## config.mk

```make
export PLATFORM = sky130hd
export DESIGN_NAME = vram_arbiter
export DESIGN_NICKNAME = d
export VERILOG_FILES = /design/src/rtl/vram_arbiter.sv
export SDC_FILE = /design/constraint.sdc
export NUM_CORES = 1
export LEC_CHECK = 0
export ABC_CLOCK_PERIOD_IN_PS = 1850
export BUFFER_PORTS_ARGS = -buffer_cell sky130_fd_sc_hd__clkbuf_2
export CORE_MARGIN = 4
export CORE_UTILIZATION = 49
export CTS_CLUSTER_DIAMETER = 80
export CTS_CLUSTER_SIZE = 14
export DETAILED_ROUTE_END_ITERATION = 12
export GPL_TIMING_DRIVEN = 0
export PLACE_DENSITY = 0.81
export RECOVER_POWER = 100
export SYNTH_ARGS = -nofsm -noshare
export SYNTH_HDL_FRONTEND = slang
export SYNTH_SLANG_ARGS = --single-unit
```

## constraint.sdc

```tcl
create_clock -name clk -period 1.85 [get_ports clk]
set_input_delay 0.0925 -clock clk [delete_from_list [all_inputs] [get_ports clk]]
set_output_delay 0.0925 -clock clk [all_outputs]
set_load 0.02 [all_outputs]
```

## src/rtl/vram_arbiter.sv

```systemverilog
// Single-port VRAM arbiter: display fetches always win, host accesses are
// captured on a hostSelect rising edge and issued in the first display-idle cycle.
module vram_arbiter #(
  parameter int ADDR_W = 13,
  parameter int DATA_W = 8,
  parameter int WAIT_W = 8
) (
  input  logic              clk,
  input  logic              nrst,
  input  logic              dispReq,
  input  logic [ADDR_W-1:0] dispAddr,
  output logic              dispRdValid,
  output logic [DATA_W-1:0] dispRdData,
  input  logic              hostSelect,
  input  logic              hostRd,
  input  logic [ADDR_W-1:0] hostAddr,
  input  logic [DATA_W-1:0] hostWrData,
  output logic [DATA_W-1:0] hostRdData,
  output logic              hostDone,
  output logic              hostOverrun,
  output logic [WAIT_W-1:0] hostWaitMax,
  output logic [ADDR_W-1:0] memAddr,
  output logic [DATA_W-1:0] memWrData,
  output logic              memWe,
  input  logic [DATA_W-1:0] memRdData
);

  localparam logic [1:0] S_IDLE = 2'd0;
  localparam logic [1:0] S_PEND = 2'd1;
  localparam logic [1:0] S_RET  = 2'd2;

  localparam logic [WAIT_W-1:0] WAIT_ONE = WAIT_W'(1);

  logic [1:0]        r_state;
  logic              r_hs_d;
  logic              r_p_rd;
  logic [ADDR_W-1:0] r_p_addr;
  logic [DATA_W-1:0] r_p_data;
  logic [WAIT_W-1:0] r_wait_cnt;
  logic [WAIT_W-1:0] r_wait_max;
  logic [DATA_W-1:0] r_host_rd_data;
  logic              r_host_done;
  logic              r_overrun;
  logic              r_disp_valid;

  logic w_host_edge;
  logic w_host_grant;

  assign w_host_edge  = hostSelect & ~r_hs_d;
  // Gated by nrst so a pending write can never reach the VRAM during reset.
  assign w_host_grant = nrst & (r_state == S_PEND) & ~dispReq;

  always_comb begin
    // NOTE: every output gets a default before any branch, so no latch is inferred.
    memAddr = dispAddr;
    memWe   = 1'b0;
    if (w_host_grant) begin
      memAddr = r_p_addr;
      memWe   = ~r_p_rd;
    end
  end

  assign memWrData   = r_p_data;
  assign dispRdData  = memRdData;
  assign dispRdValid = r_disp_valid;
  assign hostRdData  = r_host_rd_data;
  assign hostDone    = r_host_done;
  assign hostOverrun = r_overrun;
  assign hostWaitMax = r_wait_max;

  // NOTE: sequential state uses non-blocking assignments only, so every
  // register samples the pre-edge values regardless of statement order.
  always_ff @(posedge clk) begin
    if (!nrst) begin
      r_state        <= S_IDLE;
      r_hs_d         <= 1'b0;
      r_p_rd         <= 1'b0;
      r_p_addr       <= '0;
      r_p_data       <= '0;
      r_wait_cnt     <= '0;
      r_wait_max     <= '0;
      r_host_rd_data <= '0;
      r_host_done    <= 1'b0;
      r_overrun      <= 1'b0;
      r_disp_valid   <= 1'b0;
    end else begin
      r_hs_d       <= hostSelect;
      r_disp_valid <= dispReq;
      r_host_done  <= 1'b0;

      if (w_host_edge && (r_state != S_IDLE)) begin
        r_overrun <= 1'b1;
      end

      case (r_state)
        S_IDLE: begin
          if (w_host_edge) begin
            r_p_rd     <= hostRd;
            r_p_addr   <= hostAddr;
            r_p_data   <= hostWrData;
            r_wait_cnt <= '0;
            r_state    <= S_PEND;
          end
        end
        S_PEND: begin
          if (w_host_grant) begin
            if (r_wait_cnt > r_wait_max) begin
              r_wait_max <= r_wait_cnt;
            end
            if (r_p_rd) begin
              r_state <= S_RET;
            end else begin
              r_host_done <= 1'b1;
              r_state     <= S_IDLE;
            end
          end else if (r_wait_cnt != '1) begin
            r_wait_cnt <= r_wait_cnt + WAIT_ONE;
          end
        end
        S_RET: begin
          r_host_rd_data <= memRdData;
          r_host_done    <= 1'b1;
          r_state        <= S_IDLE;
        end
        default: r_state <= S_IDLE;
      endcase
    end
  end

endmodule

```

== Yosys cells after proc, flatten, opt, wreduce, memory -nomap -nowiden ==
Cells that the tools add are included.

* Flip-flop bits (word level): 52
* Latch bits: 0
* RAM bits: 0
* ROM bits: 0
* Input port bits: 47
* Output and inout bits: 49
* Word-level logic and storage cells: 47
* Memories: 0

* Add/sub/neg operators: 1
* Multipliers: 0
* Divide/modulo/power cells: 0
* Order comparisons: 1
* Equal/unequal tests: 7
* Shifts and indexed selects: 0
* Mux-type cells: 13
* Bitwise logic cells: 6
* Reduce and logical (&&, ||, !) cells: 8

{| class="wikitable"
|+ Operators by type and width
! kind !! number
|-
| 8-bit two-way mux || 3
|-
| 8-bit one-hot mux with 2 select lines || 1
|-
| 13-bit two-way mux || 1
|-
| 8-bit by 1-bit adder with 8-bit output (second input constant) || 1
|-
| 8-bit greater-than comparator || 1
|-
| 8-bit inequality test (second input constant) || 1
|-
| 2-bit two-way mux || 3
|-
| 2-bit inequality test (second input constant) || 3
|-
| 2-bit one-hot mux with 2 select lines || 1
|-
| 2-bit AND reduction || 2
|-
| 4-bit AND reduction || 1
|-
| 2-bit nonzero test || 2
|-
| 1-bit AND || 3
|-
| 1-bit two-way mux || 3
|-
| 1-bit inverter || 3
|-
| 3-bit AND reduction || 1
|-
| 2-bit by 1-bit equality test with 1-bit output (second input constant) || 1
|-
| 2-bit equality test (second input constant) || 1
|-
| 2-bit zero test || 1
|-
| 2-bit by 1-bit inequality test with 1-bit output (second input constant) || 1
|-
| 1-bit one-hot mux with 2 select lines || 1
|-
| 1-bit logical AND || 1
|}

== Depth between registers and ports, before layout ==
* Word-level depth: 5
* Gate-level depth with buffers: 9
* Depth with buffers taken out: 7

== Worst setup path after synthesis ==
No wires, ideal clock.

* Kind: register -> register
* Start: register r_wait_max[1], in the netlist hostWaitMax[1]
* End: register r_wait_max[1], in the netlist hostWaitMax[1]
* Setup time: 0.116 ns
* Arrival: 1.680 ns
* Data required time: 1.734 ns
* Setup slack: 0.054 ns
* Stages on the path, launching flop included: 8
* Path buffers: 0
* Clock period less this slack: 1.796 ns
* Path through: dfxtp_1 -> inv_1 -> ha_1 -> nor2b_1 -> o211ai_1 -> a31oi_4 -> and3_1 -> a31o_2

* Longest elaborated chain between the ends: 2

{| class="wikitable"
|+ Ends and longest elaborated chain
! what !! line !! RTL
|-
| start, declared || 40 || <nowiki>logic [WAIT_W-1:0] r_wait_max;</nowiki>
|-
| start signal, assigned || 108 || <nowiki>r_wait_max <= r_wait_cnt;</nowiki>
|-
| 8-bit greater-than comparator || 107 || <nowiki>if (r_wait_cnt > r_wait_max) begin</nowiki>
|-
| 3-bit AND reduction (no line) || -- ||
|}

No other way between the ends.
A chain may end at the register's enable or synchronous reset.

== Worst setup path after layout ==
* Start: register r_state[1]
* End: register r_wait_cnt[0]

* Longest elaborated chain between the ends: 5
* Elaborated cells between the ends (all ways): 10
* Those cells by class: eq/ne (4); mux (1); bitwise (2); reduce/logical (3)

{| class="wikitable"
|+ Ends and longest elaborated chain
! what !! line !! RTL
|-
| start, declared || 34 || <nowiki>logic [1:0] r_state;</nowiki>
|-
| start signal, assigned || 75 || <nowiki>r_state <= S_IDLE;</nowiki>
|-
| start signal, assigned || 102 || <nowiki>r_state <= S_PEND;</nowiki>
|-
| start signal, assigned || 111 || <nowiki>r_state <= S_RET;</nowiki>
|-
| 2-bit by 1-bit equality test with 1-bit output || 51, 95 ||
|-
| 1-bit AND (2 in a row) || 51 || <nowiki>assign w_host_grant = nrst & (r_state == S_PEND) & ~dispReq;</nowiki>
|-
| 2-bit inequality test (no line) || -- ||
|-
| 4-bit AND reduction (no line) || -- ||
|-
| end signal, assigned || 117 || <nowiki>r_wait_cnt <= r_wait_cnt + WAIT_ONE;</nowiki>
|-
| end, declared || 39 || <nowiki>logic [WAIT_W-1:0] r_wait_cnt;</nowiki>
|}

Several ways; a longest one is shown, not always the timed one.

==> flow_metrics.env <==
export IMPL_floorplan_die_height_microns=79.8
export IMPL_power_density_cell_area_mw_per_mm2=710
export IMPL_core_area_sq_mm=0.00485
export IMPL_async_reset_ff_share_pct=0
export IMPL_synth_seq_area_share_pct=41.2
export IMPL_crit_path_max_incr_delay_ns=0.36
export IMPL_startpoint_class_of_the_critical_path="register"
export IMPL_power_ir_vdd_worst_uv=466
export IMPL_pin_count=96
export IMPL_setup_violations=0
export IMPL_global_route_peak_usage_layer="met2"
export IMPL_via_count=2380
export IMPL_power_uw=2430
export IMPL_p_seq_share_pct=48.7
export IMPL_place_port_buffers=95
export IMPL_grt_overflow=0
export IMPL_clkLatencyLatePin_ns=0.30
export IMPL_synthesis_nets=360
export IMPL_crit_arrival_ns=1.95
export IMPL_synth_cell_type_count=37
export IMPL_clk_pin_slew_ns=0.09
export IMPL_placer_congestion_estimate=0.829
export IMPL_netlist_area_sq_mm=0.00252
export IMPL_total_switching_power_uw=625
export IMPL_r2r_slack_ns=0.08
export IMPL_number_of_buffers_created_by_cts=5
export IMPL_grt_use_met2_pct=36.0
export IMPL_path_common_cell="sky130_fd_sc_hd__nor2_1"
export IMPL_first_pass_grt_wire_length_microns=10400
export IMPL_first_global_vias=2385
export IMPL_final_net_count=470
export IMPL_wl_per_cell_microns=13.2
export IMPL_worst_ep_required_time_ns=2.03
export IMPL_clk_root_buffer_cell="sky130_fd_sc_hd__clkbuf_8"
export IMPL_dominantRegCellSynth="sky130_fd_sc_hd__dfxtp_1"
export IMPL_layout_setup_ws_ns=0.0826
export IMPL_max_cap_violations=0
export IMPL_finalInstanceArea_sq_mm=0.00343
export IMPL_synth_edf_count=0
export IMPL_ctsHtreeMaxLevel=2
export IMPL_floorplan_initialDensity_pct=52.1
export IMPL_detail_route_wirelength_microns=6350
export IMPL_clk_path_buf_depth=2
export IMPL_timing_final_crit_period_ns=1.77
export IMPL_layout_cells_most_common_list="87 x sky130_fd_sc_hd__nand2_1, 78 x sky130_fd_sc_hd__clkbuf_2, 43 x sky130_fd_sc_hd__dfxtp_1, 24 x sky130_fd_sc_hd__clkbuf_1, 23 x sky130_fd_sc_hd__a21boi_0"
export IMPL_area_growth_syn_to_layout_pct=35.8
export IMPL_final_core_util_pct=70.7
export IMPL_hold_viol=0
export IMPL_antenna_violations_before_repair=0
export IMPL_cp_class="register to register"
export IMPL_die_w_microns=79.8
export IMPL_floorplan_die_area_sq_mm=0.00636
export IMPL_worst_hold_startpoint="hostWrData[7]"
export IMPL_post_route_period_util_pct=95.5
export IMPL_syn_avg_cell_area_sq_um=8.38
export IMPL_mostFrequentLayoutCell="sky130_fd_sc_hd__nand2_1"
export IMPL_maxSlewHeadroom_pct=57.7
export IMPL_power_frac_clock_pct=35.1
export IMPL_cts_tree="yes"
export IMPL_ant_nets=0
export IMPL_grt_total_usage_pct=20.6
export IMPL_p_leak_uw=0.00156
export IMPL_timing_critical_path_cells="inv_2, buf_4, ha_2, nor2_1, a211oi_4, and2_4, xnor2_1, nor2_1"
export IMPL_hold_path_endpoint="memWrData[7]"
export IMPL_finalMaxSlewViolations=0
export IMPL_placedInstanceArea_sq_mm=0.00308
export IMPL_worst_pin_slew_ns=0.634
export IMPL_rr_endpoint="r_wait_cnt[0]"
export IMPL_clock_skew_final_ns=0.00382
export IMPL_row_count=25
export IMPL_hold_path_depth=3
export IMPL_grt_met1_usage_pct=24.2
export IMPL_hold_class="input port to register"
export IMPL_ys_warn_count=0
export IMPL_crit_path_max_fanout=7
export IMPL_total_drc_errors_in_the_routed_layout=0
export IMPL_syn_inst=301
export IMPL_count_of_antenna_diodes_in_the_layout=0
export IMPL_setup_tns_final_ns=0
export IMPL_crit_path_end_kind="register"
export IMPL_ys_seq_elements=52
export IMPL_n_fill_cell=388
export IMPL_layout_drive_gt1_share_pct=34.5
export IMPL_power_internal_uw=1810
export IMPL_comb_power_share_pct=16.2
export IMPL_crit_slowest_cell="sky130_fd_sc_hd__a211oi_4"
export IMPL_dp_hpwl_microns=4640
export IMPL_max_freq_mhz=566
export IMPL_placement_setup_worst_slack_ns=-0.0573
export IMPL_detail_route_first_pass_iterations=5
export IMPL_post_drt_via_cell_ratio=4.97
export IMPL_clock_sinks=52
export IMPL_grt_max_degree=16
export IMPL_run_status="finished, final reports clean"
export IMPL_reg2reg_depth=8
export IMPL_r2r_start="r_state[1]"
export IMPL_sw_frac_of_total_pct=25.7
export IMPL_detail_route_iter0_violations=90
export IMPL_use_met3_pct=5.19
## synthesized netlist by cell type (3+ instances only)
cell	number	area (sq um)
sky130_fd_sc_hd__dfxtp_1	52	1040
sky130_fd_sc_hd__ha_1	12	150
sky130_fd_sc_hd__clkbuf_1	12	45.0
sky130_fd_sc_hd__and3_1	11	68.8
sky130_fd_sc_hd__a21boi_0	23	173
sky130_fd_sc_hd__buf_4	8	60.1
sky130_fd_sc_hd__nand3_1	3	15.0
sky130_fd_sc_hd__and2_1	3	18.8
sky130_fd_sc_hd__nor2b_1	10	62.6
sky130_fd_sc_hd__xor2_1	5	43.8
sky130_fd_sc_hd__inv_1	11	41.3
sky130_fd_sc_hd__nor2_1	9	33.8
sky130_fd_sc_hd__nand4_1	6	37.5
sky130_fd_sc_hd__a21oi_1	6	30.0
sky130_fd_sc_hd__mux2i_1	10	100
sky130_fd_sc_hd__nand2_1	92	345
sky130_fd_sc_hd__a31o_1	4	35.0
## cell families (layout without fill, tap and decap cells)
kind of cell	count (synthesis)	in the layout	share of synthesized area [%]
compound gates	45	45	14.4
xor+xnor	6	6	2.08
fa+ha+maj	12	12	5.95
buf+inv	33	144	6.69
flops	52	52	41.2
mux	10	10	3.97
simple gates	143	143	25.7
## through the flow
stage,cells,hold WS (ns)
2_1_floorplan,301,0.220
3_3_place_gp,463,0.326
3_5_place_dp,463,0.332
4_1_cts,478,0.000744
5_1_grt,479,0.00700
6_report,479,0.00641
## final cells by class
class	instances	area [sq um]	share of cell area [%]
clock inverters	1	30.0	0.876
well taps	67	83.8	2.45
clock buffers	7	96.3	2.81
flip-flops and latches	52	1050	30.7
plain buffers	21	151	4.42
multi-input cells	216	1430	41.8
inverters	11	41.3	1.20
repair buffers	104	542	15.8
## flip-flops by register name, summed over array words and instances (netlist names)
signal       cells
dispRdValid      1
r_wait_cnt       8
r_p_rd           1
r_hs_d           1
r_p_addr        13
hostRdData       8
r_state          2
hostWaitMax      8
hostOverrun      1
hostDone         1
memWrData        8
## per-layer routing
layer	wire length, microns	part of all wire (%)
met5	0	0
met4	78	1.2
met3	403	6.4
met2	3240	51
met1	2630	41
## critical path: cells and delay by family (launching register included)
kind / cells / cell delay, ns
fa+ha+maj: 1 / 0.25
flops: 1 / 0.34
xor+xnor: 1 / 0.12
simple gates: 3 / 0.40
compound gates: 1 / 0.36
buf+inv: 2 / 0.19
## how the worst max path moves through the flow
stage	to	from	depth (start not counted)	slack (ns)
4_1_cts	memAddr[6]	r_state[1]	9	0.003
3_5_place_dp	hostWaitMax[4]	r_state[1]	9	-0.06
3_3_place_gp	r_wait_cnt[0]	r_state[1]	9	0.02
6_report	r_wait_cnt[0]	r_state[1]	8	0.08
5_1_grt	hostWaitMax[1]	hostWaitMax[1]	7	-0.02
2_1_floorplan	hostWaitMax[1]	hostWaitMax[1]	7	0.05
## power by group through the flow
| stage | clock [uW] | sequential (uW) | combinational, uW |
|---|---|---|---|
| floorplan | 0 | 1220 | 219 |
| global placement | 0 | 1210 | 363 |
| detailed placement | 0 | 1210 | 371 |
| CTS | 866 | 1180 | 393 |
| global route | 907 | 1190 | 440 |
| finish | 853 | 1190 | 395 |
## timing repair
item,4_1_cts,5_1_grt
hold buffers,1,0
buffers inserted,6,2
pin swaps,1,13
gates resized for setup,12,38
setup endpoints to repair,22,45
hold endpoints to repair,1,0
Power figures use the tool's default switching activity.
